**config.mk**
```make
export PLATFORM = sky130hd
export DESIGN_NAME = gfx_scan_timer
export DESIGN_NICKNAME = d
export VERILOG_FILES = /design/src/rtl/gfx_scan_pkg.sv /design/src/rtl/gfx_wrap_counter.sv /design/src/rtl/gfx_scan_timer.sv
export SDC_FILE = /design/constraint.sdc
export NUM_CORES = 1
export LEC_CHECK = 0
export ABC_AREA = 1
export CAP_MARGIN = 20
export CORE_MARGIN = 2
export CORE_UTILIZATION = 50
export CTS_CLUSTER_DIAMETER = 50
export DETAILED_ROUTE_END_ITERATION = 6
export GPL_ROUTABILITY_DRIVEN = 0
export PLACE_DENSITY_LB_ADDON = 0.2
export SLEW_MARGIN = 15
export SYNTH_ARGS = -nofsm -noshare
export SYNTH_HDL_FRONTEND = slang
export SYNTH_SLANG_ARGS = --single-unit
```
**constraint.sdc**
```tcl
create_clock -name clock -period 3.4 [get_ports clock]
set_clock_uncertainty 0.05 [all_clocks]
set_input_delay 0.85 -clock clock [delete_from_list [all_inputs] [get_ports clock]]
set_output_delay 0.85 -clock clock [all_outputs]
set_load 0.01 [all_outputs]
```
**src/rtl/gfx_scan_pkg.sv**
```systemverilog
// gfx_scan_pkg: default raster constants and counter typedefs
// shared by the scan timer and its counters.
package gfx_scan_pkg;

  localparam int GBA_H_ACTIVE = 240;
  localparam int GBA_H_TOTAL  = 308;
  localparam int GBA_V_ACTIVE = 160;
  localparam int GBA_V_TOTAL  = 228;
  localparam int GBA_DOTS     = 4;

  localparam int GBA_HCNT_W = $clog2(GBA_H_TOTAL);
  localparam int GBA_VCNT_W = $clog2(GBA_V_TOTAL);
  localparam int GBA_ADDR_W = $clog2(GBA_H_ACTIVE * GBA_V_ACTIVE);

  typedef logic [GBA_HCNT_W-1:0] hcount_t;
  typedef logic [GBA_VCNT_W-1:0] vcount_t;
  typedef logic [GBA_ADDR_W-1:0] fb_addr_t;

endpackage

```
**src/rtl/gfx_wrap_counter.sv**
```systemverilog
// gfx_wrap_counter: 0..MAX counter with sync clear and enable.
// Priority: clear > hold (~en) > wrap at MAX > increment.
module gfx_wrap_counter
  import gfx_scan_pkg::*;
#(
  parameter int WIDTH = 4,
  parameter int MAX   = 15
) (
  input  logic             clk_i,
  input  logic             rst_i,
  input  logic             en_i,
  input  logic             clear_i,
  output logic [WIDTH-1:0] count_o
);

  logic [WIDTH-1:0] count_q;
  logic [WIDTH-1:0] count_d;
  logic             last;

  assign last    = (count_q == WIDTH'(MAX));
  assign count_o = count_q;

  // next count with clear/hold/wrap priority
  always_comb begin
    count_d = count_q;
    if (clear_i)      count_d = '0;
    else if (!en_i)   count_d = count_q;
    else if (last)    count_d = '0;
    else              count_d = count_q + 1'b1;
  end

  // count register
  always_ff @(posedge clk_i or posedge rst_i) begin
    if (rst_i) count_q <= '0;
    else       count_q <= count_d;
  end

endmodule

```
**src/rtl/gfx_scan_timer.sv**
```systemverilog
// gfx_scan_timer: pixel-scan timing, blanking, fb address, buffer select.
// Optional line compare enabled by defining GFX_SCAN_VMATCH_EN.
module gfx_scan_timer
  import gfx_scan_pkg::*;
#(
  parameter  int H_ACTIVE       = GBA_H_ACTIVE,
  parameter  int H_TOTAL        = GBA_H_TOTAL,
  parameter  int V_ACTIVE       = GBA_V_ACTIVE,
  parameter  int V_TOTAL        = GBA_V_TOTAL,
  parameter  int DOTS_PER_PIXEL = GBA_DOTS,
  localparam int HCNT_W = $clog2(H_TOTAL),
  localparam int VCNT_W = $clog2(V_TOTAL),
  localparam int ADDR_W = $clog2(H_ACTIVE * V_ACTIVE)
) (
  input  logic              clock,
  input  logic              reset,
  input  logic              en,
  input  logic              sync_clear,
  output logic              pix_step,
  output logic [HCNT_W-1:0] hcount,
  output logic [VCNT_W-1:0] vcount,
  output logic              hblank,
  output logic              vblank,
  output logic              hblank_start,
  output logic              vblank_start,
  output logic              frame_start,
  output logic              wen,
  output logic [ADDR_W-1:0] fb_addr,
  output logic              buf_sel
`ifdef GFX_SCAN_VMATCH_EN
  ,
  input  logic [VCNT_W-1:0] vcount_target,
  output logic              vmatch,
  output logic              vmatch_pulse
`endif
);

  localparam int PRE_W = (DOTS_PER_PIXEL > 1) ? $clog2(DOTS_PER_PIXEL) : 1;

  logic [PRE_W-1:0] pre_cnt;
  logic             h_last;
  logic             v_last;
  logic             line_wrap;
  logic             frame_wrap;
  logic             last_vis;
  logic             vbl_entry;

  logic [ADDR_W-1:0] fb_addr_q, fb_addr_d;
  logic              buf_sel_q, buf_sel_d;
  logic              hbs_q, hbs_d;
  logic              vbs_q, vbs_d;
  logic              fs_q, fs_d;

  gfx_wrap_counter #(.WIDTH(PRE_W), .MAX(DOTS_PER_PIXEL - 1)) u_pre (
    .clk_i   (clock),
    .rst_i   (reset),
    .en_i    (en),
    .clear_i (sync_clear),
    .count_o (pre_cnt)
  );

  gfx_wrap_counter #(.WIDTH(HCNT_W), .MAX(H_TOTAL - 1)) u_hcnt (
    .clk_i   (clock),
    .rst_i   (reset),
    .en_i    (pix_step),
    .clear_i (sync_clear),
    .count_o (hcount)
  );

  gfx_wrap_counter #(.WIDTH(VCNT_W), .MAX(V_TOTAL - 1)) u_vcnt (
    .clk_i   (clock),
    .rst_i   (reset),
    .en_i    (line_wrap),
    .clear_i (sync_clear),
    .count_o (vcount)
  );

  assign pix_step   = en && (pre_cnt == PRE_W'(DOTS_PER_PIXEL - 1));
  assign h_last     = (hcount == HCNT_W'(H_TOTAL - 1));
  assign v_last     = (vcount == VCNT_W'(V_TOTAL - 1));
  assign line_wrap  = pix_step && h_last;
  assign frame_wrap = line_wrap && v_last;
  assign vbl_entry  = line_wrap && (vcount == VCNT_W'(V_ACTIVE - 1));
  assign last_vis   = (hcount == HCNT_W'(H_ACTIVE - 1)) &&
                      (vcount == VCNT_W'(V_ACTIVE - 1));

  assign hblank       = (hcount >= HCNT_W'(H_ACTIVE));
  assign vblank       = (vcount >= VCNT_W'(V_ACTIVE));
  assign wen          = !hblank && !vblank;
  assign fb_addr      = fb_addr_q;
  assign buf_sel      = buf_sel_q;
  assign hblank_start = hbs_q;
  assign vblank_start = vbs_q;
  assign frame_start  = fs_q;

  // address, buffer select and registered pulses; the last visible
  // pixel does not advance so the address peaks at the final pixel
  always_comb begin
    fb_addr_d = fb_addr_q;
    buf_sel_d = buf_sel_q;
    hbs_d     = 1'b0;
    vbs_d     = 1'b0;
    fs_d      = 1'b0;
    if (sync_clear) begin
      fb_addr_d = '0;
      fs_d      = 1'b1;
    end else if (pix_step) begin
      if (frame_wrap)            fb_addr_d = '0;
      else if (wen && !last_vis) fb_addr_d = fb_addr_q + 1'b1;
      if (vbl_entry) buf_sel_d = ~buf_sel_q;
      hbs_d = (hcount == HCNT_W'(H_ACTIVE - 1));
      vbs_d = vbl_entry;
      fs_d  = frame_wrap;
    end
  end

  // state and pulse registers
  always_ff @(posedge clock or posedge reset) begin
    if (reset) begin
      fb_addr_q <= '0;
      buf_sel_q <= 1'b0;
      hbs_q     <= 1'b0;
      vbs_q     <= 1'b0;
      fs_q      <= 1'b0;
    end else begin
      fb_addr_q <= fb_addr_d;
      buf_sel_q <= buf_sel_d;
      hbs_q     <= hbs_d;
      vbs_q     <= vbs_d;
      fs_q      <= fs_d;
    end
  end

`ifdef GFX_SCAN_VMATCH_EN
  logic [VCNT_W-1:0] v_next;
  logic              vmp_q, vmp_d;

  assign v_next       = v_last ? '0 : vcount + 1'b1;
  assign vmatch       = (vcount == vcount_target);
  assign vmatch_pulse = vmp_q;

  // pulse only on the step that moves onto the target line
  always_comb begin
    vmp_d = 1'b0;
    if (!sync_clear && line_wrap)
      vmp_d = (v_next == vcount_target);
  end

  // match pulse register
  always_ff @(posedge clock or posedge reset) begin
    if (reset) vmp_q <= 1'b0;
    else       vmp_q <= vmp_d;
  end
`endif

endmodule
```
==> Word-level counts from Yosys, hierarchy flattened <==
Index checks and enable logic that the tools add are counted.
{ "word_totals": {"register_bits": 39, "latch_bits": 0, "ram_bits": 0, "rom_bits": 0, "inputBits": 4, "out_inout_bits": 41, "word_cells": 56, "n_memories": 0} }
{ "classes": {"addsub": 4, "multipliers": 0, "div_mod_pow": 0, "order_cmp": 2, "eq_ne": 5, "shifts": 0, "muxes": 19, "bitwise_logic": 2, "reduce_logical": 16} }
{ "op_table": {"columns": ["op", "n"], "rows": [
  ["$mux W16", 4],
  ["$mux W9", 3],
  ["$mux W8", 3],
  ["$add A16 B1 Y16 const B", 1],
  ["$eq A8 B8 Y1 const B", 2],
  ["$add A9 B1 Y9 const B", 1],
  ["$eq A9 B8 Y1 const B", 1],
  ["$eq A9 B9 Y1 const B", 1],
  ["$ge A9 B8 Y1 const B", 1],
  ["$add A8 B1 Y8 const B", 1],
  ["$ge A8 B8 Y1 const B", 1],
  ["$logic_and A1 B1 Y1", 7],
  ["$mux W1", 6],
  ["$mux W2", 3],
  ["$reduce_bool A2 Y1", 3],
  ["$logic_not A1 Y1", 3],
  ["$reduce_and A3 Y1", 1],
  ["$reduce_bool A3 Y1", 1],
  ["$add A2 B1 Y2 const B", 1],
  ["$eq A2 B2 Y1 const B", 1],
  ["$not A1 Y1", 2],
  ["$reduce_and A2 Y1", 1]
]} }

==> Logic depth before layout (Yosys ltp) <==
Gate-level depths: netlist of the first run.
{ "logic_depth": {"ltp_word": 8, "depth_mapped": 11, "ltp_nobuf": 10} }

==> Hierarchy <==
Synthesis of the first run repeated with hierarchy kept, for this count alone.
{ "unflattened": {"hier_cells": 379, "area_unflattened_um2": 2645.0} }
{ "modules_own_cells": {"columns": ["module", "n_inst", "cells_per_inst", "area_per_inst_um2", "seq_area_each_um2"], "rows": [
  ["gfx_scan_timer", 1, 219, 1483.9, 500.5],
  ["gfx_wrap_counter (u_hcnt)", 1, 79, 556.8, 225.2],
  ["gfx_wrap_counter (u_vcnt)", 1, 68, 499.2, 200.2],
  ["gfx_wrap_counter (u_pre)", 1, 13, 105.1, 50.0]
]} }

==> Worst setup path before layout of the first run <==
No wires, ideal clock.
{ "synth_path": {"kind": "input -> output", "startpoint": "input en", "endpoint": "output pix_step", "arrival_ns": 1.024, "t_required_ns": 2.500, "path_slack_ns": 1.476, "path_stages": 2, "n_path_buf": 0, "path_cell_list": "nand2_1 -> inv_2"} }
{ "synth_via": {"elab_chain_cells": 1} }
{ "synth_rtl": {"columns": ["item", "line_no", "source"], "rows": [
  ["start, declared", "gfx_scan_timer.sv:17", "input logic en,"],
  ["$logic_and A1 B1 Y1", "gfx_scan_timer.sv:78", "assign pix_step = en && (pre_cnt == PRE_W'(DOTS_PER_PIXEL - 1));"],
  ["end, declared", "gfx_scan_timer.sv:19", "output logic pix_step,"]
]} }
No other way between the ends.

==> Final worst setup path of the first run <==
Same ends and word-level chain as after synthesis.

==> results of run 1 <==
[logic make-up after synthesis]
| group | synth area share (%) |
|---|---|
| compound gates | 6.849 |
| buf+inv | 9.372 |
| fa+ha+maj | 3.090 |
| xor+xnor | 4.686 |
| flops | 40.16 |
| simple gates | 35.84 |
[area by class of cell]
type / instances / area [µm²] / share of cell area [%]
multi-input cells: 237 / 1226 / 41.11
flip-flops and latches: 39 / 975.9 / 32.72
repair buffers: 45 / 447.9 / 15.02
inverters: 49 / 183.9 / 6.166
clock buffers: 7 / 76.32 / 2.559
well taps: 54 / 67.56 / 2.265
clock inverters: 1 / 5.005 / 0.1678
[worst register-to-register path: stages (launching register included)]
cell and delay (ps):
dfrtp_1 400, ha_1 270, nand2_1 80, nor2_1 120
nand3_1 100, nand2_2 220, nand2_4 200, nand2_4 110
nand2_4 120, nand2_1 110, nand2_1 50
[Yosys cell counts, types with 6 or more instances]
library cell | n | area, µm²
nand2_1 | 92 | 345.3
nand2_2 | 8 | 50.05
ha_1 | 6 | 75.07
nand3_1 | 21 | 105.1
dfrtp_1 | 39 | 975.9
nor2_2 | 6 | 37.54
inv_1 | 41 | 153.9
inv_2 | 8 | 30.03
xor2_1 | 10 | 87.58
nand4_1 | 16 | 100.1
o21ai_0 | 15 | 75.07
nor2_1 | 37 | 138.9
[sequential cells by signal, summed over array words and instances (netlist names)]
name and flops:
u_hcnt.count_o 9, u_pre.count_o 2, frame_start 1, vblank_start 1
buf_sel 1, fb_addr 16, u_vcnt.count_o 8, hblank_start 1
[metrics by stage]
step	total power, mW	instance area, µm²	worst slack, ps
2_1_floorplan	0.5913	2430	1476
3_3_place_gp	0.6423	2902	390.1
3_5_place_dp	0.6451	2902	380.7
4_1_cts	0.9538	2983	374.6
5_1_grt	0.9927	2983	296.7
6_report	0.9411	2983	381.0
[routing by layer]
layer | vias to the layer above | wire length (µm)
met2 | 48 | 2519
li1 | 1131 | -
met3 | 8 | 275
met1 | 1017 | 2326
met5 | - | 0
met4 | 0 | 77
[final timing paths]
kind / start / to / slack (ps)
worst max-delay path: en / pix_step / 380
worst min-delay path: buf_sel / buf_sel / 420
worst max register to register: u_hcnt.count_o[0] / fb_addr[15] / 1490
worst min register to register: buf_sel / buf_sel / 420
max in group asynchronous: reset / vblank_start / 2030
min in group asynchronous: reset / fb_addr[2] / 920
[power by group through the flow]
stage	registers [mW]	clock network, mW	logic, mW
global route	0.511	0.337	0.145
global placement	0.515	0	0.127
floorplan	0.520	0	0.0713
finish	0.507	0.307	0.127
detailed placement	0.516	0	0.129
CTS	0.507	0.317	0.130
==> impl_results.md, run 1 <==
- DRC viols: 0
- Fmax: 0.3312 GHz
- Post-route ant nets: 0
- Hold WS: 422.1 ps
- Ratio of cells with drive above 1 in the final layout: 9.524%
- Syn_area_per_cell: 7.363 µm²
- Area of the core: 0.004692 mm²
- Power Internal: 0.6844 mW
- Overall fraction of global-route tracks in use: 22.13%
- Asr flop ratio synth: 100.0%
- N_diodes: 0
- DIE WIDTH: 73.71 µm
- Max-cap viol count: 0
- Most frequent cells in the layout: nand2_1 (92), clkdlybuf4s50_1 (44), inv_1 (41)
- Setup bufs post-CTS: 0
- CP max stage delay: 540 ps
- Most common cell after layout, fill and taps aside: nand2_1
- Clk sinks: 39
- Vias in the first global route: 2105
- Yosys warnings: 0
- Clock Latency Late Sink: 290 ps
- Number of flops mapped to enable cells by yosys: 0
- Clock Tree Buf Depth: 2
- DRT Wirelength: 5198 µm
- Gate Count Post-Synth: 330
- Area growth from synthesis to layout: 22.76%
- Initial antenna violation count: 0
- Cell area power density: 315.5 mW/mm²
- Mapped Nets: 340
- FF+latch count, synth: 39
- FF-to-FF path depth: 10
- Final Util: 63.57%
- Worst Path Class, Setup: in2out
- Initial cell density of the core: 51.79%
- Crit-path slowest cell: clkdlybuf4s50_1
- DP Cell Count: 424
- Detail Placement HPWL: 3788 µm
- Largest net degree at the start of global routing: 40
- DRT Pass-1 Iters: 5
- Sw frac: 27.28%
- Vias: 2204
- Final Max Tran Viols: 0
- Period utilisation layout: 88.80%
- Post-synthesis cell type count: 29
- Total die area: 0.005433 mm²
- Clk pwr share: 32.6%
- Fill cells: 433
- Worst VDD drop: 0.2110 mV
- Most frequent CP cell: clkdlybuf4s50_1
- First-pass GRT wire length: 9121 µm
- Post-layout minimum cycle time: 3019 ps
- Synth Cell Area: 0.002430 mm²
- Placement row count: 25
- Via/cell ratio: 5.102
- Root buffer cell: clkbuf_8
- Rel. slew slack: 67.17%
- CTS Hold Bufs: 0
- CP Capture Type: primary output
- Final setup violation count: 0
- Crit-path cells: clkdlybuf4s50_1, nand2_1, inv_2, clkdlybuf4s50_1
- Worst Path Required: 2500 ps
- Status: finished clean
- Grt total ovfl: 0
- Gr busiest metal: met2
- GR Util met2: 36.61%
- Reg clk slew, reported paths: 70 ps
- Seq pwr share: 53.8%
- Ports: 45
- Worst-Margin Slew: 492.5 ps
- WL/cell: 12.03 µm
- Post-cts sizing count: 0
- Leading register cell type out of synthesis: dfrtp_1
- Die Y: 73.71 µm
- Worst Path Arrival: 2120 ps
- Worst Hold Class: reg2reg
- Met1 Track Usage GR: 26.02%
- M3 GR Usage: 7.682%
- Worst Path Max Fanout: 4
- Port-buffer cells: 44
- Worst path bufs/invs: 3
- RSZ-0062 raised after global routing: no
- Setup TNS: 0 ps
- Static leakage: 1.439 nW
- Final Net Count: 387
- Gate power share: 13.5%
- Fin cells: 432
- H-tree depth: 2
- CTS buffer count: 5
- Hold Crit Depth: 1
- Iteration-0 DRC Markers: 97
- Type of origin of the critical path: primary input
- Hold Fails Final Rpt: 0
- Worst path depth: 4
- CP top delay family: buffers and inverters
- Register area share after synthesis: 40.16%
- Net switching power: 0.2567 mW
- CTS tree: done
No activity file was read; power rests on OpenSTA's default activity.
==> run 2, diff against run 1 <==
Settings changed: CORE_UTILIZATION 50 to 25, CTS_CLUSTER_DIAMETER 50 to 80.
==> impl_results.md, run 2 (synthesis results as in run 1) <==
- Setup bufs post-CTS: 0 (unchanged)
- Initial antenna violation count: 0 (unchanged)
- Detail Placement HPWL: 4420 µm (+17%)
- Hold Fails Final Rpt: 0 (unchanged)
- Vias in the first global route: 2204 (+4.7%)
- Total die area: 0.01052 mm² (+94%)
- Max reg flops: 16 (unchanged)
- Fmax: 0.3295 GHz (-0.52%)
- Vias: 2204 (unchanged)
- Via/cell ratio: 4.364 (-14%)
- Post-route cell area: 0.003068 mm² (+2.9%)
- DRT Wirelength: 6057 µm (+17%)
- Final Net Count: 387 (unchanged)
- DIE WIDTH: 102.6 µm (+39%)
- Worst Path Class, Setup: in2out
- Static leakage: 1.434 nW (-0.35%)
- Final setup violation count: 0 (unchanged)
- Crit-path cells: clkdlybuf4s50_1, nand2_1, inv_2, clkdlybuf4s50_1
- Largest net degree at the start of global routing: 40 (unchanged)
- DRT Pass-1 Iters: 4 (-1)
- Worst Path Required: 2500 ps (about the same)
- Cell area power density: 304.7 mW/mm² (-3.4%)
- First-pass GRT wire length: 10520 µm (+15%)
- Sequential cell area: 975.9 µm² (unchanged)
- Final Max Tran Viols: 0 (unchanged)
- Post-layout minimum cycle time: 3035 ps (+15.75 ps)
- Fin cells: 505 (+17%)
- Most frequent CP cell: clkdlybuf4s50_1
- Status: finished clean
- Reg clk slew, reported paths: 70 ps (about the same)
- Ratio of cells with drive above 1 in the final layout: 9.309% (-0.22 points)
- Area of the core: 0.009328 mm² (+99%)
- Rel. slew slack: 64.46% (-2.7 points)
- Period utilisation layout: 89.26% (+0.46 points)
- N_diodes: 0 (unchanged)
- Most frequent cells in the layout: nand2_1 (92), clkdlybuf4s50_1 (44), inv_1 (41)
- Critical R2R Launch: u_hcnt.count_o[1]
- Worst Hold Class: reg2reg
- Hold Crit Depth: 1 (unchanged)
- Fill cells: 1022 (+140%)
- Clk sinks: 39 (unchanged)
- Overall fraction of global-route tracks in use: 12.64% (-9.5 points)
- DP Cell Count: 499 (+18%)
- Die Y: 102.6 µm (+39%)
- Placed inst area: 0.002995 mm² (+3.2%)
- CTS Hold Bufs: 0 (unchanged)
- Ports: 45 (unchanged)
- Placement row count: 35 (+40%)
- H-tree depth: 2 (unchanged)
- Area used by multi-input combinational logic: 0.001226 mm² (unchanged)
- Worst-Margin Slew: 533.1 ps (+40.63 ps)
- Hold Path Sink: buf_sel
- CP max stage delay: 540 ps (about the same)
- Type of origin of the critical path: primary input
- CTS tree: done
- Hold_sp: buf_sel
- Grt total ovfl: 0 (unchanged)
- CP Capture Type: primary output
- Crit-path slowest cell: clkdlybuf4s50_1
- Post-cts sizing count: 0 (unchanged)
- CTS buffer count: 5 (unchanged)
- Iteration-0 DRC Markers: 45 (-54%)
- Post-route ant nets: 0 (unchanged)
- Root buffer cell: clkbuf_8
- Worst Path Arrival: 2130 ps (about the same)
- Clock Latency Late Sink: 290 ps (about the same)
- WL/cell: 11.99 µm (-0.32%)
- Max-cap viol count: 0 (unchanged)
- Worst VDD drop: 0.1354 mV (-36%)
- R2r setup slk: 1460 ps (-30 ps)
- Most common cell after layout, fill and taps aside: nand2_1
- FF-to-FF path depth: 9 (-1)
- Setup TNS: 0 ps (unchanged)
- Area growth from synthesis to layout: 26.26%
- RSZ-0062 raised after global routing: no
- RR Endpoint: fb_addr[11]
- CP Launch Point: en
- Port-buffer cells: 44 (unchanged)
- Clock Tree Buf Depth: 2 (unchanged)
- Initial cell density of the core: 26.05% (-26 points)
- DRC viols: 0 (unchanged)
- Worst Path Max Fanout: 4 (unchanged)
-- run 2: changes by cell type in the layout (fill, tap and decap cells not counted), sizes merged --
cell / before / now
clkbuf: 7 / 6
clkinv: 1 / 0
-- run 2: cell type report --
class	count	share of cell area [%]
clock buffer	6	2.365
inverter	49	5.995
multi-input combinational	237	39.97
sequential	39	31.81
tap	129	5.261
timing repair buffer	45	14.60
-- run 2: worst max path at each step --
stage | to | cells past startpoint
2_1_floorplan | pix_step | 2
6_report | pix_step | 4
4_1_cts | pix_step | 4
3_5_place_dp | pix_step | 4
3_3_place_gp | pix_step | 4
5_1_grt | pix_step | 4
-- run 2: stage by stage --
step / total power, mW / setup WS, ps / util (%) / hold WS [ps]
2_1_floorplan: 0.5913 / 1476 / - / 453.9
3_3_place_gp: 0.6486 / 377.6 / 32.11 / 412.2
3_5_place_dp: 0.6498 / 371.9 / 32.11 / 421.6
4_1_cts: 0.9555 / 365.0 / 32.89 / 432.3
5_1_grt: 0.9910 / 283.6 / 32.89 / 468.4
6_report: 0.9347 / 365.2 / 32.89 / 426.8
-- run 2: power breakdown --
group / total [mW] / internal (mW) / switching [mW]
combinational: 0.130 / 0.0578 / 0.0718
sequential: 0.507 / 0.482 / 0.0251
clock: 0.298 / 0.137 / 0.161
-- run 2: worst max-delay path: cells and delay by family --
kind | cells | cell delay [ps]
buffers and inverters | 3 | 1170
AND/OR/NAND/NOR | 1 | 110
-- run 2: layer usage --
metal | vias up | GRT usage (%) | wire, µm
met5 | - | 0 | 0
met4 | 0 | 3.385 | 59
met3 | 7 | 2.644 | 222
met2 | 40 | 21.22 | 2836
met1 | 1021 | 16.53 | 2938
li1 | 1136 | - | -
==> run 3, diff against run 2 <==
--- a/config.mk
+++ b/config.mk
@@ -7,4 +7,5 @@
 export LEC_CHECK = 0
 export ABC_AREA = 1
+export ABC_CLOCK_PERIOD_IN_PS = 3400
 export CAP_MARGIN = 20
 export CORE_MARGIN = 2
@@ -12,5 +13,4 @@
 export CTS_CLUSTER_DIAMETER = 80
 export DETAILED_ROUTE_END_ITERATION = 6
-export GPL_ROUTABILITY_DRIVEN = 0
 export PLACE_DENSITY_LB_ADDON = 0.2
 export SLEW_MARGIN = 15
--- a/constraint.sdc
+++ b/constraint.sdc
@@ -3,3 +3,3 @@
 set_input_delay 0.85 -clock clock [delete_from_list [all_inputs] [get_ports clock]]
 set_output_delay 0.85 -clock clock [all_outputs]
-set_load 0.01 [all_outputs]
+set_load 0.005 [all_outputs]
==> impl_results.md, run 3 (synthesis results as in run 1) <==
- Most frequent CP cell: clkdlybuf4s50_1
- WL/cell: 12.02 µm (+0.23%)
- Routability cong.: 0.8143
- Overall fraction of global-route tracks in use: 12.60% (-0.035 points)
- Placement row count: 35 (unchanged)
- Cell area power density: 303.3 mW/mm² (-0.46%)
- Setup bufs post-CTS: 0 (unchanged)
- Largest net degree at the start of global routing: 40 (unchanged)
- Ratio of cells with drive above 1 in the final layout: 9.309% (unchanged)
- Via/cell ratio: 4.352 (-0.27%)
- Post-layout minimum cycle time: 2993 ps (-41.32 ps)
- Most common cell after layout, fill and taps aside: nand2_1
- Clk sinks: 39 (unchanged)
- Hold WS: 430.9 ps (+4.082 ps)
- Vias: 2198 (-0.27%)
- Post-cts sizing count: 0 (unchanged)
- DRT Wirelength: 6071 µm (+0.23%)
- Port-buffer cells: 44 (unchanged)
- First-pass GRT wire length: 10480 µm (-0.32%)
- Iteration-0 DRC Markers: 54 (+20%)
- Clock Latency Late Sink: 290 ps (about the same)
- N_diodes: 0 (unchanged)
- Vias in the first global route: 2172 (-1.5%)
- Worst Hold Class: reg2reg
- Worst Path Max Fanout: 4 (unchanged)
- Pwr Total: 0.9304 mW (-0.46%)
- Worst Path Arrival: 2090 ps (-40 ps)
- CP top delay family: buffers and inverters
- Grt total ovfl: 0 (unchanged)
- Worst Path Class, Setup: in2out
- Final Net Count: 387 (unchanged)
- Area growth from synthesis to layout: 26.26% (unchanged)
- DIE WIDTH: 102.6 µm (unchanged)
- Post-route ant nets: 0 (unchanged)
- Hold Fails Final Rpt: 0 (unchanged)
- H-tree depth: 2 (unchanged)
- Final setup violation count: 0 (unchanged)
- Initial cell density of the core: 26.05% (unchanged)
- Root buffer cell: clkbuf_8
- Total die area: 0.01052 mm² (unchanged)
- Static leakage: 1.434 nW (unchanged)
- Clock Tree Buf Depth: 2 (unchanged)
- Setup TNS: 0 ps (unchanged)
- Type of origin of the critical path: primary input
- Final Max Tran Viols: 0 (unchanged)
- Max-cap viol count: 0 (unchanged)
- Most frequent cells in the layout: nand2_1 (92), clkdlybuf4s50_1 (44), inv_1 (41)
- CTS tree: done
- DRT Pass-1 Iters: 4 (unchanged)
- Initial antenna violation count: 0 (unchanged)
- Worst-Margin Slew: 521.0 ps (-12.11 ps)
- RSZ-0062 raised after global routing: no
- Max reg flops: 16 (unchanged)
- Period utilisation layout: 88.04% (-1.2 points)
- CTS Hold Bufs: 0 (unchanged)
- Ports: 45 (unchanged)
- Detail Placement HPWL: 4430 µm (+0.24%)
- Worst path bufs/invs: 3 (unchanged)
- Crit-path cells: clkdlybuf4s50_1, nand2_1, inv_2, clkdlybuf4s50_1
- Rel. slew slack: 65.26% (+0.81 points)
- Post-route cell area: 0.003068 mm² (unchanged)
- CP Capture Type: primary output
- CTS buffer count: 5 (unchanged)
- Reg clk slew, reported paths: 80 ps (about the same)
- Die Y: 102.6 µm (unchanged)
- Fmax: 0.3341 GHz (+1.4%)
- Placed inst area: 0.002995 mm² (unchanged)
- DRC viols: 0 (unchanged)
- Crit-path slowest cell: clkdlybuf4s50_1
- Final Util: 32.89% (unchanged)
- Area of the core: 0.009328 mm² (unchanged)
- Status: finished clean
- CP max stage delay: 520 ps (-20 ps)
- Worst Path Required: 2500 ps (about the same)
- Worst VDD drop: 0.1165 mV (-14%)
run 3: layout make-up:
cell class / instances / area, µm²
fill: 1019 / 6260
clock buffer: 6 / 72.57
multi-input combinational: 237 / 1226
tap: 129 / 161.4
sequential: 39 / 975.9
inverter: 49 / 183.9
timing repair buffer: 45 / 447.9
run 3: power breakdown:
group	leakage [nW]	switching [mW]	total [mW]	internal, mW
Clock	0.0371	0.163	0.300	0.137
Sequential	0.537	0.0253	0.508	0.482
Combinational	0.860	0.0653	0.123	0.0574
Total	1.43	0.254	0.930	0.677
run 3: worst paths after layout:
kind,slack [ps],startpoint,depth (start not counted),endpoint
max,410,en,4,pix_step
min,430,buf_sel,1,buf_sel
max reg2reg,1430,u_hcnt.count_o[1],10,fb_addr[9]
min reg2reg,430,buf_sel,1,buf_sel
max in group asynchronous,2000,reset,3,u_vcnt.count_o[3]
min in group asynchronous,950,reset,3,u_hcnt.count_o[2]
run 3: through the flow:
stage	setup slack [ps]	cells
floorplan	1492	330
global placement	414.6	499
detailed placement	403.1	499
CTS	396.1	505
global route	312.6	505
finish	406.5	505
run 3: per-layer routing:
layer | track usage [%] | vias up | routed length, µm
met5 | 0 | - | 0
met4 | 2.769 | 0 | 47
met2 | 20.97 | 38 | 2869
met1 | 17.06 | 1022 | 2951
li1 | - | 1133 | -
met3 | 2.373 | 5 | 203
run 3: worst reg2reg max path: stages (launching register included):
cell,delay (ps)
dfrtp_1,410
ha_1,270
nand2_1,80
nor2_1,110
nand3_1,90
nand2_2,240
nand2_4,220
nand2_4,110
nand2_4,130
nand2_1,110
nand2_1,50
